==> config.mk <==
export PLATFORM = sky130hd
export DESIGN_NAME = pc_sequencer_flat
export DESIGN_NICKNAME = d
export VERILOG_FILES = /design/src/rtl/pc_sequencer_if.sv /design/src/rtl/pc_sequencer.sv /design/src/flat_wrapper.sv
export SDC_FILE = /design/constraint.sdc
export NUM_CORES = 1
export LEC_CHECK = 0
export ABC_AREA = 1
export BUFFER_PORTS_ARGS = -buffer_cell sky130_fd_sc_hd__buf_2
export CORE_MARGIN = 1
export CORE_UTILIZATION = 40
export CTS_BUF_LIST = sky130_fd_sc_hd__clkbuf_8
export CTS_CLUSTER_SIZE = 24
export DETAILED_ROUTE_END_ITERATION = 10
export SETUP_SLACK_MARGIN = 0.3
export SKIP_CTS_REPAIR_TIMING = 1
export SLEW_MARGIN = 30
export SYNTH_ARGS = -nofsm -noshare
export SYNTH_HDL_FRONTEND = slang
export SYNTH_SLANG_ARGS = --single-unit
==> constraint.sdc <==
create_clock -name clk -period 2.8 [get_ports clk]
set_input_delay 0.56 -clock clk [delete_from_list [all_inputs] [get_ports clk]]
set_output_delay 0.56 -clock clk [all_outputs]
set_load 0.01 [all_outputs]
==> src/rtl/pc_sequencer_if.sv <==
// Control and status bundle between the fetch controller and the program-counter unit.
// The controller drives the next-PC requests. The sequencer returns the PC and the return-stack status.
interface pc_sequencer_if #(
  parameter int unsigned WIDTH = 16
);
  logic             stall;
  logic             branch_en;
  logic [WIDTH-1:0] branch_off;
  logic             jump_en;
  logic             call_en;
  logic             ret_en;
  logic [WIDTH-1:0] jump_addr;
  logic             err_clr;
  logic [WIDTH-1:0] PC;
  logic             stack_full;
  logic             stack_empty;
  logic             stack_err;

  // Controller side: issues the requests and observes the PC.
  modport master (
    output stall, branch_en, branch_off, jump_en, call_en, ret_en, jump_addr, err_clr,
    input  PC, stack_full, stack_empty, stack_err
  );

  // Sequencer side: consumes the requests and presents the PC.
  modport slave (
    input  stall, branch_en, branch_off, jump_en, call_en, ret_en, jump_addr, err_clr,
    output PC, stack_full, stack_empty, stack_err
  );
endinterface

==> src/rtl/pc_sequencer.sv <==
// Program-counter unit with a return-address stack.
// Each cycle it picks one action: hold, increment, branch, jump, call or return.
// The PC, the stack count and the error flag are all registered, so the inputs
// have no combinational path to the outputs.
module pc_sequencer #(
  parameter int unsigned     WIDTH       = 16,
  parameter logic [WIDTH-1:0] RESET_VEC  = '0,
  parameter logic [WIDTH-1:0] INC        = WIDTH'(1),
  parameter int unsigned     STACK_DEPTH = 4
) (
  input logic            clk,
  input logic            PC_rst_n,
  pc_sequencer_if.slave  bus
);

  localparam int unsigned CNT_W = $clog2(STACK_DEPTH + 1);
  localparam int unsigned IDX_W = (STACK_DEPTH > 1) ? $clog2(STACK_DEPTH) : 1;

  typedef enum logic [2:0] {
    ACT_HOLD,
    ACT_RET,
    ACT_CALL,
    ACT_JUMP,
    ACT_BRANCH,
    ACT_INC
  } action_e;

  logic [WIDTH-1:0] pc_q, pc_next;
  logic [CNT_W-1:0] cnt_q, cnt_next;
  logic             err_q, err_next;
  logic             push;
  logic             err_evt;
  logic             full, empty;
  action_e          act;
  logic [WIDTH-1:0] stack_mem [2**IDX_W];

  assign full  = (cnt_q == CNT_W'(STACK_DEPTH));
  assign empty = (cnt_q == '0);

  // Choose the highest-priority action, then work out the next PC, count and error flag.
  always_comb begin
    // NOTE: every output of this block gets a default first, so that no path leaves a value unassigned and infers a latch.
    act      = ACT_INC;
    pc_next  = pc_q;
    cnt_next = cnt_q;
    push     = 1'b0;
    err_evt  = 1'b0;

    if (bus.stall)          act = ACT_HOLD;
    else if (bus.ret_en)    act = ACT_RET;
    else if (bus.call_en)   act = ACT_CALL;
    else if (bus.jump_en)   act = ACT_JUMP;
    else if (bus.branch_en) act = ACT_BRANCH;

    unique case (act)
      ACT_HOLD: ;
      ACT_RET: begin
        if (empty) begin
          pc_next = pc_q + INC;
          err_evt = 1'b1;
        end else begin
          pc_next  = stack_mem[IDX_W'(cnt_q - CNT_W'(1))];
          cnt_next = cnt_q - CNT_W'(1);
        end
      end
      ACT_CALL: begin
        pc_next = bus.jump_addr;
        if (full) begin
          err_evt = 1'b1;
        end else begin
          push     = 1'b1;
          cnt_next = cnt_q + CNT_W'(1);
        end
      end
      ACT_JUMP:   pc_next = bus.jump_addr;
      // The add wraps at WIDTH bits, which gives the same result as a sign-extended add of the offset.
      ACT_BRANCH: pc_next = pc_q + bus.branch_off;
      ACT_INC:    pc_next = pc_q + INC;
      default:    pc_next = pc_q;
    endcase

    // An overflow or underflow in the same cycle takes precedence over a clear.
    if (err_evt)          err_next = 1'b1;
    else if (bus.err_clr) err_next = 1'b0;
    else                  err_next = err_q;
  end

  // State registers. An asynchronous reset discards the stack by clearing the count.
  always_ff @(posedge clk or negedge PC_rst_n) begin
    // NOTE: sequential state uses non-blocking assignments, so every register samples the pre-edge values.
    if (!PC_rst_n) begin
      pc_q  <= RESET_VEC;
      cnt_q <= '0;
      err_q <= 1'b0;
    end else begin
      pc_q  <= pc_next;
      cnt_q <= cnt_next;
      err_q <= err_next;
    end
  end

  // Return-address storage. A push writes the return address into the slot above the top entry.
  always_ff @(posedge clk) begin
    // NOTE: the stack array has no reset. The count alone decides which entries are valid, so stale contents are never read.
    if (push) stack_mem[IDX_W'(cnt_q)] <= pc_q + INC;
  end

  assign bus.PC          = pc_q;
  assign bus.stack_full  = full;
  assign bus.stack_empty = empty;
  assign bus.stack_err   = err_q;

endmodule
==> src/flat_wrapper.sv <==
// flat-port wrapper written by rule: the top's interface ports become plain ports
module pc_sequencer_flat 
#(
  parameter int unsigned     WIDTH       = 16,
  parameter logic [WIDTH-1:0] RESET_VEC  = '0,
  parameter logic [WIDTH-1:0] INC        = WIDTH'(1),
  parameter int unsigned     STACK_DEPTH = 4
)
  (clk, PC_rst_n, bus_stall, bus_branch_en, bus_branch_off, bus_jump_en, bus_call_en, bus_ret_en, bus_jump_addr, bus_err_clr, bus_PC, bus_stack_full, bus_stack_empty, bus_stack_err);
  pc_sequencer_if #(.WIDTH(WIDTH)) bus_i ();
  input logic clk;
  input logic PC_rst_n;
  input wire logic [$bits(bus_i.stall)-1:0] bus_stall;
  input wire logic [$bits(bus_i.branch_en)-1:0] bus_branch_en;
  input wire logic [$bits(bus_i.branch_off)-1:0] bus_branch_off;
  input wire logic [$bits(bus_i.jump_en)-1:0] bus_jump_en;
  input wire logic [$bits(bus_i.call_en)-1:0] bus_call_en;
  input wire logic [$bits(bus_i.ret_en)-1:0] bus_ret_en;
  input wire logic [$bits(bus_i.jump_addr)-1:0] bus_jump_addr;
  input wire logic [$bits(bus_i.err_clr)-1:0] bus_err_clr;
  output wire logic [$bits(bus_i.PC)-1:0] bus_PC;
  output wire logic [$bits(bus_i.stack_full)-1:0] bus_stack_full;
  output wire logic [$bits(bus_i.stack_empty)-1:0] bus_stack_empty;
  output wire logic [$bits(bus_i.stack_err)-1:0] bus_stack_err;
  assign bus_i.stall = bus_stall;
  assign bus_i.branch_en = bus_branch_en;
  assign bus_i.branch_off = bus_branch_off;
  assign bus_i.jump_en = bus_jump_en;
  assign bus_i.call_en = bus_call_en;
  assign bus_i.ret_en = bus_ret_en;
  assign bus_i.jump_addr = bus_jump_addr;
  assign bus_i.err_clr = bus_err_clr;
  assign bus_PC = bus_i.PC;
  assign bus_stack_full = bus_i.stack_full;
  assign bus_stack_empty = bus_i.stack_empty;
  assign bus_stack_err = bus_i.stack_err;
  pc_sequencer #(.WIDTH(WIDTH), .RESET_VEC(RESET_VEC), .INC(INC), .STACK_DEPTH(STACK_DEPTH)) u_core (.clk(clk), .PC_rst_n(PC_rst_n), .bus(bus_i));
endmodule
After elaboration in Yosys (flattened, before gate mapping) --
Memories as Yosys holds them, arrays and structs flattened. Cells that the tools add are included.
Operators by class: add/subtract/negate cells 4, equal/unequal tests 8, mux-type cells 19, reduce and logical (&&, ||, !) cells 6
Operators with widths (number):
- 16-bit one-hot mux with 4 select lines | 1
- 3-bit 2-to-1 mux | 6
- 16-bit by 1-bit adder with 16-bit output, second input constant | 1
- 16-bit adder | 1
- 16-bit 2-to-1 mux | 1
- 3-bit == test, second input constant | 3
- 1-bit 2-to-1 mux | 9
- 3-bit by 2-bit == test with 1-bit output, second input constant | 2
- 3-bit one-hot mux with 2 select lines | 1
- 2-bit != test, second input constant | 2
- 2-bit nonzero test | 2
- 4-bit nonzero test | 1
- 3-bit by 1-bit adder with 3-bit output, second input constant | 1
- 3-bit by 1-bit == test with 1-bit output, second input constant | 1
- 3-bit zero test | 1
- 3-bit AND reduction | 1
- 3-bit by 1-bit subtractor with 3-bit output, second input constant | 1
- 1-bit one-hot mux with 2 select lines | 1
- 2-bit OR reduction | 1
Word-level totals: register bits after elaboration 20, RAM bits 64, bits of input ports 40, output and inout bits 19, logic and storage cells 41, memories 1
Memory list:
- u_core.stack_mem | words 4, bits a word 16, read ports 1, clocked after memory_dff 0, write ports 1, RTL line pc_sequencer.sv:35 | logic [WIDTH-1:0] stack_mem [2**IDX_W];

Depth between registers and ports, before layout --
Gate-level depths: netlist (run 1).
word-level depth 9, depth in mapped cells 14, gate-level depth less buffers 11

Worst setup path before layout (run 1) --
No wires, ideal clock.
path kind register -> register, from register u_core.cnt_q[0], to memory u_core.stack_mem[1][0] (enable), library setup time 0.389 ns, data arrival time 2.206 ns, data required time 2.411 ns, slack 0.205 ns, stages on the path, launching flop included 10, buffers on the path 3, period minus slack after synthesis 2.595 ns, cells stage by stage dfrtp_1 buf_2 inv_2 buf_2 buf_4 ha_1 ha_1 inv_1 nand2_1 nor2_1
On the way: cells in the longest elaborated chain, start to end 5
Ends and longest elaborated chain:
- start, declared | RTL line pc_sequencer.sv:29 | logic [CNT_W-1:0] cnt_q, cnt_next;
- start signal, assigned | RTL line pc_sequencer.sv:97 | cnt_q <= cnt_next;
- 3-bit == test | RTL line pc_sequencer.sv:37 | assign full = (cnt_q == CNT_W'(STACK_DEPTH));
- named net bus_stack_full | RTL line flat_wrapper.sv:22 | output wire logic [$bits(bus_i.stack_full)-1:0] bus_stack_full;
- 1-bit 2-to-1 mux | RTL line pc_sequencer.sv:68 | if (full) begin
- 1-bit 2-to-1 mux | RTL line pc_sequencer.sv:55 | unique case (act)
- 1-bit 2-to-1 mux | RTL line pc_sequencer.sv:105 | if (push) stack_mem[IDX_W'(cnt_q)] <= pc_q + INC;
- 1-bit 2-to-1 mux (not written as such) | RTL line pc_sequencer.sv:105
- end, declared | RTL line pc_sequencer.sv:35
The timed path passes the listed nets, and every way through them passes these cells.

Final worst setup path (run 1) --
from register u_core.cnt_q[1], to output port bus_stack_empty
On the way: cells in the longest elaborated chain, start to end 1
Ends and longest elaborated chain:
- 3-bit zero test | RTL line pc_sequencer.sv:38 | assign empty = (cnt_q == '0);
- end, declared | RTL line flat_wrapper.sv:23 | output wire logic [$bits(bus_i.stack_empty)-1:0] bus_stack_empty;
No other way between the ends.

==> results of run 1 <==
==> worst max-delay path: stages (launching register included) <==
cell	delay, ns
dfrtp_1	0.41
inv_1	0.10
ha_1	0.21
ha_1	0.20
buf_4	0.24
buf_2	0.17
==> metrics by stage <==
step,instances,area [um2],utilization (%),worst slack (ns)
after floorplan,627,5130,-,0.205
after global placement,848,5640,46.0,0.642
after detailed placement,848,5640,46.0,0.589
after CTS,864,5870,47.9,0.553
after global routing,864,5870,47.9,0.496
final,864,5870,47.9,0.556
==> power groups by stage <==
stage / logic (mW) / registers [mW] / clock network (mW)
after global placement: 3.16 / 2.02 / 0
after global routing: 3.62 / 2.04 / 1.08
final: 3.22 / 2.00 / 1.02
after CTS: 3.21 / 2.00 / 1.03
after floorplan: 2.14 / 1.99 / 0
after detailed placement: 3.19 / 2.03 / 0
==> registers in the layout, summed over array words and instances (netlist names) <==
name                  count
u_core.bus.stack_err      1
u_core.cnt_q              3
u_core.bus.PC            16
u_core.stack_mem         64
==> kinds of logic after synthesis <==
group	count (synthesis)	share of synthesized area, %
flip-flops	84	47.3
adder cells (fa/ha/maj)	23	5.76
AND/OR/NAND/NOR	333	28.1
buffers and inverters	90	6.98
XOR/XNOR	9	1.68
AO/OA/AOI/OAI	88	10.2
==> routing by layer <==
layer / share of wire [%] / up-vias / GRT usage (%)
met3: 5.4 / 24 / 3.53
met5: 0 / - / 0
li1: - / 2230 / -
met1: 48 / 2107 / 31.8
met2: 44 / 142 / 35.3
met4: 2.5 / 0 / 8.74
==> worst max-delay path by stage <==
stage / from / endpoint / slack (ns) / cells past startpoint
finish: u_core.cnt_q[1] / bus_stack_empty / 0.56 / 5
global route: u_core.cnt_q[1] / bus_stack_empty / 0.50 / 5
CTS: u_core.cnt_q[1] / bus_stack_empty / 0.55 / 5
detailed placement: bus_stall / u_core.stack_mem[3][10] / 0.59 / 9
global placement: bus_stall / u_core.stack_mem[3][9] / 0.64 / 9
floorplan: u_core.cnt_q[0] / u_core.stack_mem[1][0] / 0.21 / 9
==> synthesized netlist by cell type (2+ instances only) <==
| cell type | instances | area, um2 |
|---|---|---|
| nand2_1 | 179 | 672 |
| inv_1 | 67 | 251 |
| edfxtp_1 | 64 | 1920 |
| nor2_1 | 60 | 225 |
| nand3_1 | 58 | 290 |
| o21ai_0 | 30 | 150 |
| ha_1 | 22 | 275 |
| a21oi_1 | 20 | 100 |
| dfrtp_1 | 20 | 500 |
| buf_2 | 10 | 50.1 |
| nand3b_1 | 10 | 75.1 |
| a22oi_1 | 9 | 67.6 |
| nand4_1 | 9 | 56.3 |
| nor2_2 | 7 | 43.8 |
| o21ai_1 | 7 | 35.0 |
| a21boi_1 | 5 | 37.5 |
| clkbuf_1 | 5 | 18.8 |
| inv_2 | 5 | 18.8 |
| o211ai_1 | 5 | 37.5 |
| o221ai_1 | 4 | 35.0 |
| xnor2_1 | 4 | 35.0 |
| xor2_1 | 4 | 35.0 |
| nor3_1 | 3 | 15.0 |
| o21bai_1 | 3 | 22.5 |
| buf_4 | 2 | 15.0 |
| nand2_2 | 2 | 12.5 |
| o22ai_1 | 2 | 12.5 |
| or2_2 | 2 | 12.5 |
==> final cells by class <==
| class | instances | area, um2 |
|---|---|---|
| Timing Repair Buffer | 71 | 388 |
| Fill cell | 1201 | 6390 |
| Sequential cell | 84 | 2420 |
| Inverter | 72 | 270 |
| Clock buffer | 9 | 124 |
| Multi-Input combinational cell | 453 | 2350 |
| Clock inverter | 7 | 109 |
| Tap cell | 168 | 210 |
==> run metrics, run 1 <==
outcome=finished, final reports clean; Synth Warn #=0; net switching power=2.89 mW; initial antenna violation count=0; Setup TNS Final=0 ns; clk slew on worst S/H paths=0.09 ns; Worst R2R Start=u_core.bus.PC[0]; switch share=46.3%; synth unique cells=37; power per cell area=1060 nW/um2; Final nets=754; Core Footprint=12300 um2; Arrival @ worst endpoint=1.68 ns; FF+latch count, synth=84; post-DP HPWL=10.7 mm; CP Capture Type=output pin; Max IR drop VDD=0.457 mV; Hold WS=0.156 ns; combinational cell fraction of total power=51.6%; Synth Area per Inst=8.18 um2; Reg2Reg Depth=11; router iterations before antenna repair=5; Final Hold Fails=0; Num CTS Buffers=9; worst reg2reg path endpoint=u_core.bus.PC[12]; Post-Syn Nets=690; largest net degree at the start of global routing=37; Slew @ Worst Pin=0.556 ns; die area=13300 um2; via count=4503; GR Overflow Total=0; Worst Setup Start Kind=flip-flop; Synth Instances=627; H-tree lvl count=3; RSZ-0062 raised after global routing=false; routability cong.=0.891; Total Routed Length=14.0 mm; die height=115 um; Crit path required time=2.24 ns; Async S/R FF share, synth=23.8%; Clk pwr share=16.3%; Mapped Area=5130 um2; register share of total power=32.1%; CTS max path bufs=2; Initial DRC Count=342; achievable frequency=446 MHz; most frequent cells in the layout=nand2_1, inv_1, edfxtp_1, nor2_1; Sink Count=84; total power=6.24 mW; worst-skew pair later-pin latency=0.36 ns; leak pwr=2.64 nW; drt via density=5.21; diode count=0; post-synthesis sequential area ratio=47.3%; vias in the first global route=4302; skew final=0.00971 ns; PortBufs=58; crit path max fanout=12; effective utilization at floorplan=41.8%; Top FF cell, synth=edfxtp_1; GRT Overall Usage=22.7%; Post-synth EDFFs=64; Max Slew Vio Count=0; antenna-violating nets left=0; number of top-level pins=59; min-delay worst type=primary input to async pin; commonest non-fill, non-tap cell in the layout=nand2_1; layout cells sized above 1=14.9%; CTS Root Cell=clkbuf_8; Min Clock Period, post-route=2.24 ns; die width=115 um; R2R Setup Slk=0.72 ns; DRC viols=0; Final setup viols=0; DR WL/cell=16.2 um; maxcap violations=0; share of the clock period used by the worst path=80.1%; Max-Slew Margin vs Limit=62.6%; critical path class=flip-flop to output pin; TritonCTS clock tree=built; Internal=3.35 mW; Row Count=40; first-pass GRT wire length=22.4 mm; Area Growth Syn to Fin=14.5%
Note: power is estimated with default switching activity, not from simulation.
==> run 2, diff against run 1 <==
==> constraint.sdc (replaced) <==
create_clock -name clk -period 2.3 [get_ports clk]
set_input_delay 0.46 -clock clk [delete_from_list [all_inputs] [get_ports clk]]
set_output_delay 0.46 -clock clk [all_outputs]
set_load 0.01 [all_outputs]
==> run 2 against run 1 <==
Non-clock buffer count is 7 higher. Largest cell class is now multi-input gates. First-iteration DRC count is 0.29% higher. Count of clock-buffer cells in the layout unchanged. Sequential power is 20% higher.
==> run metrics, run 2 (synthesized netlist as in run 1, its figures left out) <==
outcome=finished, final reports clean (unchanged); RSZ-0062 raised after global routing=true (was false); min-delay worst type=primary input to async pin (unchanged); CP Capture Type=output pin (unchanged); vias in the first global route=4143 (was 4302); maxcap violations=0 (unchanged); via count=4484 (was 4503); register share of total power=30.1% (was 32.1%); worst-skew pair later-pin latency=0.36 ns (about the same); Setup TNS Final=0 ns (unchanged); post-DP HPWL=10.5 mm (was 10.7 mm); Internal=4.39 mW (was 3.35 mW); largest net degree at the start of global routing=37 (unchanged); max reg flops=64 (unchanged); diode count=0 (unchanged); DRC viols=0 (unchanged); net switching power=3.58 mW (was 2.89 mW); commonest non-fill, non-tap cell in the layout=nand2_1 (unchanged); clk slew on worst S/H paths=0.09 ns (about the same); Max Slew Vio Count=0 (unchanged); crit path max fanout=12 (unchanged); die height=115 um (unchanged); GRT Overall Usage=22.2% (was 22.7%); router iterations before antenna repair=5 (unchanged); Area Growth Syn to Fin=19.2% (was 14.5%); DR WL/cell=16.2 um (about the same); initial antenna violation count=0 (unchanged); switch share=44.9% (was 46.3%); post-placement setup slack=0.261 ns (was 0.589 ns); power per cell area=1300 nW/um2 (was 1060 nW/um2); CTS Root Cell=clkbuf_8 (unchanged); Worst Setup Start Kind=flip-flop (unchanged); fin worst setup slack=0.345 ns (was 0.556 ns); Sink Count=84 (unchanged); Clk pwr share=17.2% (was 16.3%); Row Count=40 (unchanged); Slew @ Worst Pin=0.590 ns (was 0.556 ns); share of the clock period used by the worst path=85.0%; Core Footprint=12300 um2 (unchanged); Max IR drop VDD=0.599 mV (was 0.457 mV); antenna-violating nets left=0 (unchanged); leak pwr=2.69 nW (was 2.64 nW); Total Routed Length=14.1 mm (was 14.0 mm); skew final=0.0110 ns (was 0.00971 ns); filler cell count=1177 (was 1201); R2R Setup Slk=0.36 ns (was 0.72 ns); drt via density=5.15 (was 5.21); CTS max path bufs=2 (unchanged); Initial DRC Count=343 (was 342); Biggest register=u_core.stack_mem (unchanged); layout cells sized above 1=19.2% (was 14.9%); Hold WS=0.0981 ns (was 0.156 ns); Arrival @ worst endpoint=1.49 ns (was 1.68 ns); combinational cell fraction of total power=52.6% (was 51.6%); Min Clock Period, post-route=1.95 ns; effective utilization at floorplan=41.8% (unchanged); PortBufs=58 (unchanged); die width=115 um (unchanged); number of top-level pins=59 (unchanged); critical path class=flip-flop to output pin (unchanged); Final setup viols=0 (unchanged); Final Hold Fails=0 (unchanged); die area=13300 um2 (unchanged); Crit path required time=1.84 ns (was 2.24 ns); achievable frequency=512 MHz; GR Overflow Total=0 (unchanged); Num CTS Buffers=9 (unchanged); TritonCTS clock tree=built (unchanged); H-tree lvl count=3 (unchanged); most frequent cells in the layout=nand2_1, edfxtp_1, inv_1, buf_2, nand3_1 (was nand2_1, inv_1, edfxtp_1, nor2_1); Final nets=761 (was 754); first-pass GRT wire length=21.7 mm (was 22.4 mm); routability cong.=0.879 (was 0.891); Max-Slew Margin vs Limit=60.6% (was 62.6%)
==> run 2: changes by cell type in the layout (fill, tap and decap cells not counted), sizes merged <==
| cell | previous run | this run |
|---|---|---|
| buf | 71 | 78 |
| inv | 75 | 72 |
| bufinv | 3 | 4 |
| clkinv | 0 | 2 |
==> run 2: final cells by class <==
class / count / area (um2) / share of cell area (%)
timing repair buffer: 78 / 498 / 8.15
multi-input combinational: 453 / 2440 / 39.9
clock inverter: 7 / 138 / 2.25
clock buffer: 9 / 124 / 2.03
inverter: 72 / 274 / 4.48
tap: 168 / 210 / 3.44
sequential: 84 / 2430 / 39.8
==> run 2: path summary, 6_finish.rpt <==
path,start,to,cells past startpoint
hold / removal,PC_rst_n,u_core.bus.PC[3],1
setup reg to reg,u_core.cnt_q[1],u_core.cnt_q[1],8
hold reg to reg,u_core.bus.stack_err,u_core.bus.stack_err,2
min in group clk,bus_err_clr,u_core.bus.stack_err,2
max in group asynchronous,PC_rst_n,u_core.bus.PC[6],1
setup / recovery,u_core.cnt_q[1],bus_stack_empty,5
==> run 2: layer usage <==
| metal | routed length (um) | vias to the layer above | GRT usage [%] |
|---|---|---|---|
| met5 | 0 | - | 0 |
| met2 | 6670 | 148 | 36.3 |
| li1 | - | 2241 | - |
| met3 | 789 | 19 | 2.64 |
| met4 | 225 | 0 | 6.41 |
| met1 | 6440 | 2076 | 31.1 |
==> run 2: power by group through the flow <==
stage / sequential [mW] / clock (mW) / combinational (mW)
after floorplan: 2.43 / 0 / 2.74
after global placement: 2.42 / 0 / 4.02
after detailed placement: 2.43 / 0 / 4.08
after CTS: 2.39 / 1.38 / 4.09
after global routing: 2.44 / 1.46 / 4.66
final: 2.40 / 1.37 / 4.19
==> run 2: metrics by stage <==
stage	std cells	cell area (um2)	power, mW	utilization (%)
floorplan	627	5220	5.17	-
global placement	854	5790	6.44	47.3
detailed placement	854	5790	6.51	47.3
CTS	870	6060	7.87	49.4
global route	871	6110	8.56	49.8
finish	871	6110	7.97	49.8
==> run 2: critical path: stages, from the launching register on <==
cell	delay, ns
dfrtp_1	0.41
inv_2	0.10
ha_4	0.17
ha_4	0.16
buf_8	0.16
buf_2	0.15
==> run 3, diff against run 2 <==
==> constraint.sdc (replaced) <==
create_clock -name clk -period 1.8 [get_ports clk]
set_input_delay 0.36 -clock clk [delete_from_list [all_inputs] [get_ports clk]]
set_output_delay 0.36 -clock clk [all_outputs]
set_load 0.01 [all_outputs]
==> run 3 against run 2 <==
Non-clock buffer count increased by 69. Sequential power increased by 26%. Sequential share of layout area decreased by 7.2 points. Flip-flop and latch count unchanged. Largest power group unchanged. Clock power increased by 18%. Cell count increased by 7.9%. Critical path depth increased by 3.
==> run metrics, run 3 (synthesized netlist as in run 1, its figures left out) <==
achievable frequency=565 MHz; filler cell count=1023 (was 1177); skew final=0.00918 ns (was 0.0110 ns); multi-input logic area=3110 um2 (was 2440 um2); leak pwr=3.16 nW (was 2.69 nW); most frequent cells in the layout=nand2_1, edfxtp_1, buf_2, buf_4, inv_1 (was nand2_1, edfxtp_1, inv_1, buf_2, nand3_1); power per cell area=1770 nW/um2 (was 1300 nW/um2); post-DP HPWL=11.3 mm (was 10.5 mm); Reg2Reg Depth=8 (unchanged); die width=115 um (unchanged); Max Slew Vio Count=0 (unchanged); RSZ-0062 raised after global routing=true (unchanged); CP Capture Type=flip-flop (was output pin); Min Clock Period, post-route=1.77 ns; Slew @ Worst Pin=0.546 ns (was 0.590 ns); Hold Crit Depth=2; PortBufs=58 (unchanged); Crit path required time=2.02 ns (was 1.84 ns); worst-skew pair later-pin latency=0.36 ns (about the same); worst path bufs/invs=3 (unchanged); routability cong.=0.928 (was 0.879); critical path class=flip-flop to flip-flop (was flip-flop to output pin); H-tree lvl count=3 (unchanged); DRC viols=0 (unchanged); final core occ=60.9% (was 49.8%); Total Routed Length=16.3 mm (was 14.1 mm); Core Footprint=12300 um2 (unchanged); die area=13300 um2 (unchanged); CTS Root Cell=clkbuf_8 (unchanged); max reg flops=64 (unchanged); Final setup viols=0 (unchanged); Arrival @ worst endpoint=1.99 ns (was 1.49 ns); Reg area=2430 um2 (unchanged); first-pass GRT wire length=23.6 mm (was 21.7 mm); via count=4927 (was 4484); maxcap violations=0 (unchanged); die height=115 um (unchanged); Row Count=40 (unchanged); commonest non-fill, non-tap cell in the layout=nand2_1 (unchanged); diode count=0 (unchanged); Final nets=830 (was 761); Top delay family on crit path=adder cells (was buffers and inverters); Max IR drop VDD=0.951 mV (was 0.599 mV); Worst path slowest cell=dfrtp_2 (was dfrtp_1); Critical Path Max Stage Delay=0.43 ns (was 0.41 ns); Worst Setup Start Kind=flip-flop (unchanged); total power=13.2 mW (was 7.97 mW); router iterations before antenna repair=5 (unchanged); CP dominant cell by count=buf_6 (was ha_4); GR Overflow Total=0 (unchanged); antenna-violating nets left=0 (unchanged); initial antenna violation count=1 (was 0); GRT Overall Usage=23.9% (was 22.2%); outcome=finished, final reports clean (unchanged); Placed Area=6140 um2 (was 5790 um2); TritonCTS clock tree=built (unchanged); Sink Count=84 (unchanged); number of top-level pins=59 (unchanged); Area Growth Syn to Fin=45.7% (was 19.2%); design area=7470 um2 (was 6110 um2); DR WL/cell=17.3 um (was 16.2 um); vias in the first global route=4603 (was 4143); CP Cell Sequence=ha_4, inv_2, fa_2, buf_6, buf_6, xnor2_2, a22oi_1, nand4_1 (was inv_2, ha_4, ha_4, buf_8, buf_2); drt via density=5.24 (was 5.15); crit path max fanout=5 (was 12); Max-Slew Margin vs Limit=63.6% (was 60.6%); largest net degree at the start of global routing=37 (unchanged); Biggest register=u_core.stack_mem (unchanged); Num CTS Buffers=9 (unchanged); effective utilization at floorplan=41.8% (unchanged); Worst path depth=8 (was 5); Final Hold Fails=0 (unchanged); share of the clock period used by the worst path=98.4%; min-delay worst type=primary input to flip-flop (was primary input to async pin); layout cells sized above 1=40.5% (was 19.2%); Initial DRC Count=328 (was 343); CTS max path bufs=2 (unchanged); clk slew on worst S/H paths=0.09 ns (about the same)
## run 3: where the power goes
| part | internal [mW] | total (mW) | leakage (nW) | switching (mW) |
|---|---|---|---|---|
| sequential | 2.67 | 3.03 | 0.820 | 0.356 |
| clock | 0.916 | 1.61 | 0.115 | 0.691 |
| combinational | 3.84 | 8.58 | 2.23 | 4.74 |
| total | 7.43 | 13.2 | 3.16 | 5.79 |
## run 3: worst paths after layout
kind                                 startpoint                    to  slack (ns)
hold / removal                      bus_err_clr  u_core.bus.stack_err        0.17
min in group asynchronous              PC_rst_n       u_core.cnt_q[2]        0.53
max in group asynchronous              PC_rst_n      u_core.bus.PC[7]        0.86
hold reg to reg            u_core.bus.stack_err  u_core.bus.stack_err        0.51
setup / recovery               u_core.bus.PC[0]      u_core.bus.PC[2]        0.03
setup reg to reg               u_core.bus.PC[0]      u_core.bus.PC[2]        0.03
## run 3: through the flow
stage | hold slack [ns] | setup TNS [ns] | worst slack, ns | instances
5_1_grt | 0.163 | -0.136 | -0.0441 | 940
3_3_place_gp | 0.365 | -0.0390 | -0.0390 | 895
3_5_place_dp | 0.368 | -0.118 | -0.0488 | 895
2_1_floorplan | 0.0644 | -7.21 | -0.127 | 627
6_report | 0.174 | 0 | 0.0285 | 940
4_1_cts | -0.0222 | -0.362 | -0.185 | 911
## run 3: routing by layer
layer	global-route usage, %	vias to the layer above	share of wire (%)
met4	7.27	2	1.9
li1	-	2382	-
met1	31.4	2349	42
met5	0	-	0.080
met3	3.16	29	4.9
met2	41.2	165	51
## run 3: final cells by class
type / count / share of cell area [%]
Clock buffer: 9 / 1.66
Clock inverter: 7 / 1.54
Inverter: 72 / 4.02
Multi-Input combinational cell: 453 / 41.6
Sequential cell: 84 / 32.5
Tap cell: 168 / 2.81
Timing Repair Buffer: 147 / 15.9
